--- src/rtl/pll_lock_phase_gen.sv ---
// pll_lock_phase_gen
//   Qualifies a raw PLL lock with a two-flop synchroniser and a hold-off
//   counter, then generates NUM_CH divided clocks from clock_in. Each channel
//   has its own phase offset in whole clock_in cycles. Divide and phase are
//   reconfigured through a one-deep shadow register. In RUN the new values
//   only take effect at a period boundary, so the old period always completes
//   and no runt pulses are produced.
//
// Ports
//   clock_in      : PLL output clock; the only clock
//   resetb        : asynchronous active-low reset
//   pll_locked    : raw PLL lock, asynchronous to clock_in
//   cfg_valid     : new configuration offered
//   cfg_ready     : shadow slot free (transfer on cfg_valid & cfg_ready)
//   cfg_div       : divide value; period = cfg_div + 1 cycles
//   cfg_phase     : per-channel phase; channel i at [i*DIV_W +: DIV_W]
//   clk_out       : divided, phase-shifted clocks (registered)
//   tick          : one-cycle strobe coinciding with each clk_out rising edge
//   running       : high while in RUN
//   unlock_count  : saturating count of RUN -> IDLE lock losses
module pll_lock_phase_gen #(
    parameter int NUM_CH      = 4,
    parameter int DIV_W       = 8,
    parameter int DEFAULT_DIV = 3,
    parameter int LOCK_WAIT   = 1024
) (
    input  logic                    clock_in,
    input  logic                    resetb,
    input  logic                    pll_locked,
    input  logic                    cfg_valid,
    output logic                    cfg_ready,
    input  logic [DIV_W-1:0]        cfg_div,
    input  logic [NUM_CH*DIV_W-1:0] cfg_phase,
    output logic [NUM_CH-1:0]       clk_out,
    output logic [NUM_CH-1:0]       tick,
    output logic                    running,
    output logic [7:0]              unlock_count
);

    localparam int WCNT_W = (LOCK_WAIT > 1) ? $clog2(LOCK_WAIT) : 1;
    localparam logic [DIV_W-1:0]  DIV_RST  = DIV_W'(DEFAULT_DIV);
    localparam logic [WCNT_W-1:0] WAIT_MAX = WCNT_W'(LOCK_WAIT - 1);

    typedef enum logic [1:0] {
        ST_IDLE,
        ST_WAIT,
        ST_RUN
    } state_t;

    state_t                               state_q, state_d;
    logic [1:0]                           sync_q;
    logic [WCNT_W-1:0]                    wait_cnt_q, wait_cnt_d;
    logic [DIV_W-1:0]                     cnt_q, cnt_d;
    logic [DIV_W-1:0]                     div_act_q, div_act_d;
    logic [NUM_CH-1:0][DIV_W-1:0]         phase_act_q, phase_act_d;
    logic [DIV_W-1:0]                     shd_div_q, shd_div_d;
    logic [NUM_CH*DIV_W-1:0]              shd_phase_q, shd_phase_d;
    logic                                 pend_q, pend_d;
    logic [NUM_CH-1:0]                    clk_out_q, clk_out_d;
    logic [NUM_CH-1:0]                    tick_q, tick_d;
    logic [7:0]                           unlock_q, unlock_d;

    logic                                 lock_s;
    logic [DIV_W-1:0]                     div_eff;
    logic [DIV_W:0]                       period;
    logic [DIV_W:0]                       hi;
    logic                                 period_end;
    logic                                 apply;
    logic [NUM_CH-1:0]                    pos_lo;
    logic [NUM_CH-1:0]                    pos_zero;

    assign lock_s     = sync_q[1];
    // A divide of 0 would give a one-cycle period with no low phase.
    assign div_eff    = (div_act_q == '0) ? DIV_W'(1) : div_act_q;
    assign period     = {1'b0, div_eff} + (DIV_W+1)'(1);
    assign hi         = period >> 1;
    assign period_end = (cnt_q == div_eff);

    // Position of each channel within its own period, phase clamped to div.
    for (genvar gi = 0; gi < NUM_CH; gi++) begin : g_ch
        logic [DIV_W-1:0] ph;
        logic [DIV_W:0]   pos;
        assign ph  = (phase_act_q[gi] > div_act_q) ? div_act_q : phase_act_q[gi];
        assign pos = (cnt_q >= ph) ? ({1'b0, cnt_q} - {1'b0, ph})
                                   : ({1'b0, cnt_q} + period - {1'b0, ph});
        assign pos_lo[gi]   = (pos < hi);
        assign pos_zero[gi] = (pos == '0);
    end

    // Shadow goes live at a period boundary in RUN, immediately otherwise.
    assign apply = pend_q && ((state_q != ST_RUN) || period_end);

    always_comb begin
        state_d     = state_q;
        wait_cnt_d  = wait_cnt_q;
        cnt_d       = cnt_q;
        div_act_d   = div_act_q;
        phase_act_d = phase_act_q;
        shd_div_d   = shd_div_q;
        shd_phase_d = shd_phase_q;
        pend_d      = pend_q;
        clk_out_d   = '0;
        tick_d      = '0;
        unlock_d    = unlock_q;

        case (state_q)
            ST_IDLE: begin
                cnt_d = '0;
                if (lock_s) begin
                    state_d    = ST_WAIT;
                    wait_cnt_d = '0;
                end
            end
            ST_WAIT: begin
                cnt_d = '0;
                if (!lock_s) begin
                    state_d    = ST_IDLE;
                    wait_cnt_d = '0;
                end else if (wait_cnt_q == WAIT_MAX) begin
                    state_d = ST_RUN;
                end else begin
                    wait_cnt_d = wait_cnt_q + WCNT_W'(1);
                end
            end
            ST_RUN: begin
                if (!lock_s) begin
                    // Outputs are already forced low on the same edge that
                    // leaves RUN, so a lost lock never yields a stray pulse.
                    state_d = ST_IDLE;
                    cnt_d   = '0;
                    if (unlock_q != 8'hFF) begin
                        unlock_d = unlock_q + 8'd1;
                    end
                end else begin
                    cnt_d     = period_end ? '0 : (cnt_q + DIV_W'(1));
                    clk_out_d = pos_lo;
                    tick_d    = pos_zero;
                end
            end
            default: begin
                state_d = ST_IDLE;
                cnt_d   = '0;
            end
        endcase

        // Transfer and apply are mutually exclusive: a transfer needs an
        // empty slot, an apply needs a full one.
        if (apply) begin
            div_act_d   = shd_div_q;
            phase_act_d = shd_phase_q;
            pend_d      = 1'b0;
        end else if (cfg_valid && !pend_q) begin
            shd_div_d   = cfg_div;
            shd_phase_d = cfg_phase;
            pend_d      = 1'b1;
        end
    end

    always_ff @(posedge clock_in or negedge resetb) begin
        if (!resetb) begin
            state_q     <= ST_IDLE;
            sync_q      <= '0;
            wait_cnt_q  <= '0;
            cnt_q       <= '0;
            div_act_q   <= DIV_RST;
            phase_act_q <= '0;
            shd_div_q   <= '0;
            shd_phase_q <= '0;
            pend_q      <= 1'b0;
            clk_out_q   <= '0;
            tick_q      <= '0;
            unlock_q    <= '0;
        end else begin
            state_q     <= state_d;
            sync_q      <= {sync_q[0], pll_locked};
            wait_cnt_q  <= wait_cnt_d;
            cnt_q       <= cnt_d;
            div_act_q   <= div_act_d;
            phase_act_q <= phase_act_d;
            shd_div_q   <= shd_div_d;
            shd_phase_q <= shd_phase_d;
            pend_q      <= pend_d;
            clk_out_q   <= clk_out_d;
            tick_q      <= tick_d;
            unlock_q    <= unlock_d;
        end
    end

    assign cfg_ready    = ~pend_q;
    assign clk_out      = clk_out_q;
    assign tick         = tick_q;
    assign running      = (state_q == ST_RUN);
    assign unlock_count = unlock_q;

endmodule

--- config.mk ---
export PLATFORM = sky130hd
export DESIGN_NAME = pll_lock_phase_gen
export DESIGN_NICKNAME = d
export VERILOG_FILES = /design/src/rtl/pll_lock_phase_gen.sv
export SDC_FILE = /design/constraint.sdc
export NUM_CORES = 1
export LEC_CHECK = 0
export BUFFER_PORTS_ARGS = -buffer_cell sky130_fd_sc_hd__buf_4
export CELL_PAD_IN_SITES_DETAIL_PLACEMENT = 1
export CELL_PAD_IN_SITES_GLOBAL_PLACEMENT = 2
export CORE_UTILIZATION = 40
export CTS_CLUSTER_DIAMETER = 40
export DETAILED_ROUTE_END_ITERATION = 10
export PLACE_DENSITY = 0.84
export REMOVE_ABC_BUFFERS = 1
export SLEW_MARGIN = 30
export SYNTH_ARGS = -nofsm -noshare
export SYNTH_HDL_FRONTEND = slang
export SYNTH_SLANG_ARGS = --single-unit
--- constraint.sdc ---
create_clock -name clock_in -period 7 [get_ports clock_in]
set_clock_uncertainty 0.2 [all_clocks]
set_input_delay 1.05 -clock clock_in [delete_from_list [all_inputs] [get_ports clock_in]]
set_output_delay 1.05 -clock clock_in [all_outputs]
set_load 0.1 [all_outputs]
==> flow_summary.json <==
{
  "muxShareOfSynthArea": 0.118,
  "layout_common_cells": "ha_1 (121), dfrtp_1 (117), mux2_2 (93), nor2_1 (83), buf_4 (82)",
  "overflow": 0,
  "synthAdderAreaFrac": 0.160,
  "finalNonFillerCells": 1576,
  "fin_util": 0.468,
  "ctsLongestPathBuffers": 2,
  "wire_per_inst_um": 22.5,
  "antenna_left": 0,
  "ys_ff_latch": 119,
  "numCtsBuffers": 17,
  "synth_xor_area_frac": 0.0685,
  "final_net_count": 1402,
  "syn_to_final_growth_pct": 14.2,
  "drcViolationCount": 6,
  "violations": "design-rule violations",
  "synth.avg_cell_area_um2": 9.29,
  "die_area_mm2": 0.0275,
  "min_path_cells": 0,
  "ioPinCount": 62,
  "synthArstFlopShare": 1.00,
  "synth-simple-area-share": 0.148,
  "finalMaxSlewViolations": 0,
  "place_inst": 1544,
  "diodes": 0,
  "layout_commonest_cell": "ha_1",
  "grt_pass1_wl_mm": 56.6,
  "synth_edf_count": 0,
  "syn_inst": 1157,
  "design_area_mm2": 0.0123,
  "period_minus_slack_ps": 6410,
  "syn_area_mm2": 0.0107,
  "crit_slowest_cell": "dfrtp_1",
  "path_max_fanout": 13,
  "clock_latency_ps": 430,
  "placed_area_mm2": 0.0117,
  "synth_top_family_by_area": "compound AO/OA/AOI/OAI gates",
  "power.total_mw": 5.98,
  "drt_iter0_markers": 633,
  "tightest_slew_ps": 846,
  "antenna_found_initial": 0,
  "synth_compound_area_frac": 0.193,
  "max_freq_ghz": 0.156,
  "synth_warnings": 0,
  "p_leak_nw": 5.54,
  "num_rows": 59,
  "clk_pin_slew_ps": 80,
  "hp-class": "reg -> reg",
  "setup_slack_ps": 592,
  "finalSetupTns_ps": 0,
  "vdd_ir_drop_max_mv": 0.205,
  "io_buffers": 61,
  "path_buf_inv": 2,
  "wirelength_mm": 35.5,
  "viasPerCell": 6.05,
  "drive_above_1_share": 0.192,
  "dp_worst_setup_slack_ps": 421,
  "initial_core_util": 0.410,
  "cts_tree": "done",
  "worst-path-stages": 24,
  "grt_start_max_net_pins": 74,
  "gp_congestion": 0.885,
  "status": "finished with violations",
  "reg2regPathDepth": 24,
  "hold_viol": 0,
  "arrival_ps": 6480,
  "p_per_area_mw_per_mm2": 487,
  "synth_ff_type": "dfrtp_1",
  "worst_path_dominant_cell_family": "simple AND/OR/NAND/NOR gates",
  "core_area_mm2": 0.0262,
  "path_class": "reg -> reg",
  "slew_headroom": 0.432,
  "dp_hpwl_mm": 27.9,
  "yosysSeqAreaShare": 0.277,
  "worst_hold_slack_ps": 155,
  "die_h_um": 166,
  "crit_chain": "inv_1 > ha_1 > and4_1 > nand2_1 > o211ai_1 > nand2_2 > mux2i_1 > ha_1 > and3_1 > nor2b_1 > nand3_1 > nor3_1 > o21a_1 > nor3_1 > buf_4 > and2_1 > a21oi_1 > xnor2_1 > ha_1 > a21oi_1 > nand2_1 > a21oi_1 > o21bai_1 > a2111oi_0",
  "crit_required_ps": 7070,
  "cts.sinks": 119,
  "grt_pass1_vias": 9759,
  "ys_types": 93,
  "grt.total_usage": 0.265,
  "critPathCaptureType": "flip-flop",
  "finalCritPeriodShare": 0.915,
  "rsz0062_at_grt": "false",
  "cts_setup_buffers": 0,
  "drt-pass1-iter-count": 10,
  "setup_viol": 0,
  "cp_slowest_stage_delay_ps": 680,
  "maxCapViolCount": 0,
  "route.vias.total": 9538,
  "cts_htree_levels": 4,
  "clockRootBuffer": "clkbuf_16",
  "critPathLaunchType": "flip-flop",
  "die_w_um": 166
}
## registers in the layout, indices dropped and copies added, names as in the netlist
name / cells
pend_q: 1
clk_out: 4
div_act_q: 8
wait_cnt_q: 10
tick: 4
shd_phase_q: 32
shd_div_q: 8
phase_act_q: 32
cnt_q: 8
unlock_count: 8
state_q: 2
sync_q: 2
## synth_stat cells (all sizes together), types with 5 or more instances
cell type,count,share of area
or3,12,0.0075
o211ai,13,0.0095
o21bai,10,0.0084
xnor2,61,0.050
mux2i,22,0.021
nor4,8,0.0052
buf,13,0.0056
a21oi,72,0.035
nand2b,11,0.0064
nor3,21,0.0098
nand4,13,0.0076
a31oi,14,0.0081
o21a,12,0.0084
a211oi,11,0.0081
o31ai,15,0.011
and2,7,0.0041
dfrtp,117,0.27
xor2,23,0.019
a2111oi,9,0.0091
ha,121,0.14
clkbuf,19,0.0068
nor2,84,0.030
nand2,71,0.025
and3,15,0.0087
and4,10,0.0081
o21ai,54,0.025
a211o,7,0.0057
a21o,25,0.017
inv,60,0.021
nor2b,12,0.0070
fa,9,0.017
nand3,34,0.016
mux2,93,0.097
o2111ai,5,0.0041
## layout make-up
class	count	area, um2
fillers	2944	13900
multi-input cells	944	7420
flip-flops and latches	119	2980
repair buffers	84	654
clock buffers	17	425
well taps	335	419
inverters	62	233
clock inverters	15	148
## per-layer routing
| metal | routed length (um) | track usage | vias up | share of wire |
|---|---|---|---|---|
| met5 | 0 | 0 | - | 0 |
| met4 | 803 | 0.0772 | 0 | 0.023 |
| met3 | 1480 | 0.0319 | 43 | 0.042 |
| met2 | 16400 | 0.433 | 234 | 0.46 |
| met1 | 16800 | 0.366 | 4797 | 0.47 |
| li1 | - | - | 4464 | - |
## where the power goes
part	internal [mW]	leakage [nW]	switching (mW)	total (mW)
registers	0.782	1.47	0.113	0.896
clock network	0.475	0.274	0.416	0.891
logic	1.74	3.80	2.46	4.19
total	2.99	5.54	2.98	5.98
## path summary, 6_finish.rpt
path	startpoint	slack (ps)	to
setup / recovery	div_act_q[2]	590	clk_out[0]
hold / removal	sync_q[0]	150	sync_q[1]
setup reg to reg	div_act_q[2]	590	clk_out[0]
hold reg to reg	sync_q[0]	150	sync_q[1]
max in group asynchronous	resetb	5080	shd_phase_q[11]
min in group asynchronous	resetb	440	unlock_count[7]
## worst register-to-register path: cells and delay by family, from the launching register on
kind | cells | cell delay, ps
simple gates | 10 | 1610
compound gates | 7 | 1370
fa+ha+maj | 3 | 1100
flops | 1 | 680
mux | 1 | 530
buf+inv | 2 | 510
xor+xnor | 1 | 260
## logic make-up after synthesis
logic type	after synthesis
compound gates	297
xor+xnor	84
fa+ha+maj	133
buf+inv	94
flops	119
mux	115
simple gates	315
## repair_timing
action,4_1_cts,5_1_grt
resized for setup,0,2
hold buffers,0,0
endpoints found under the setup margin,0,1
(Power assumes the default switching activity.)
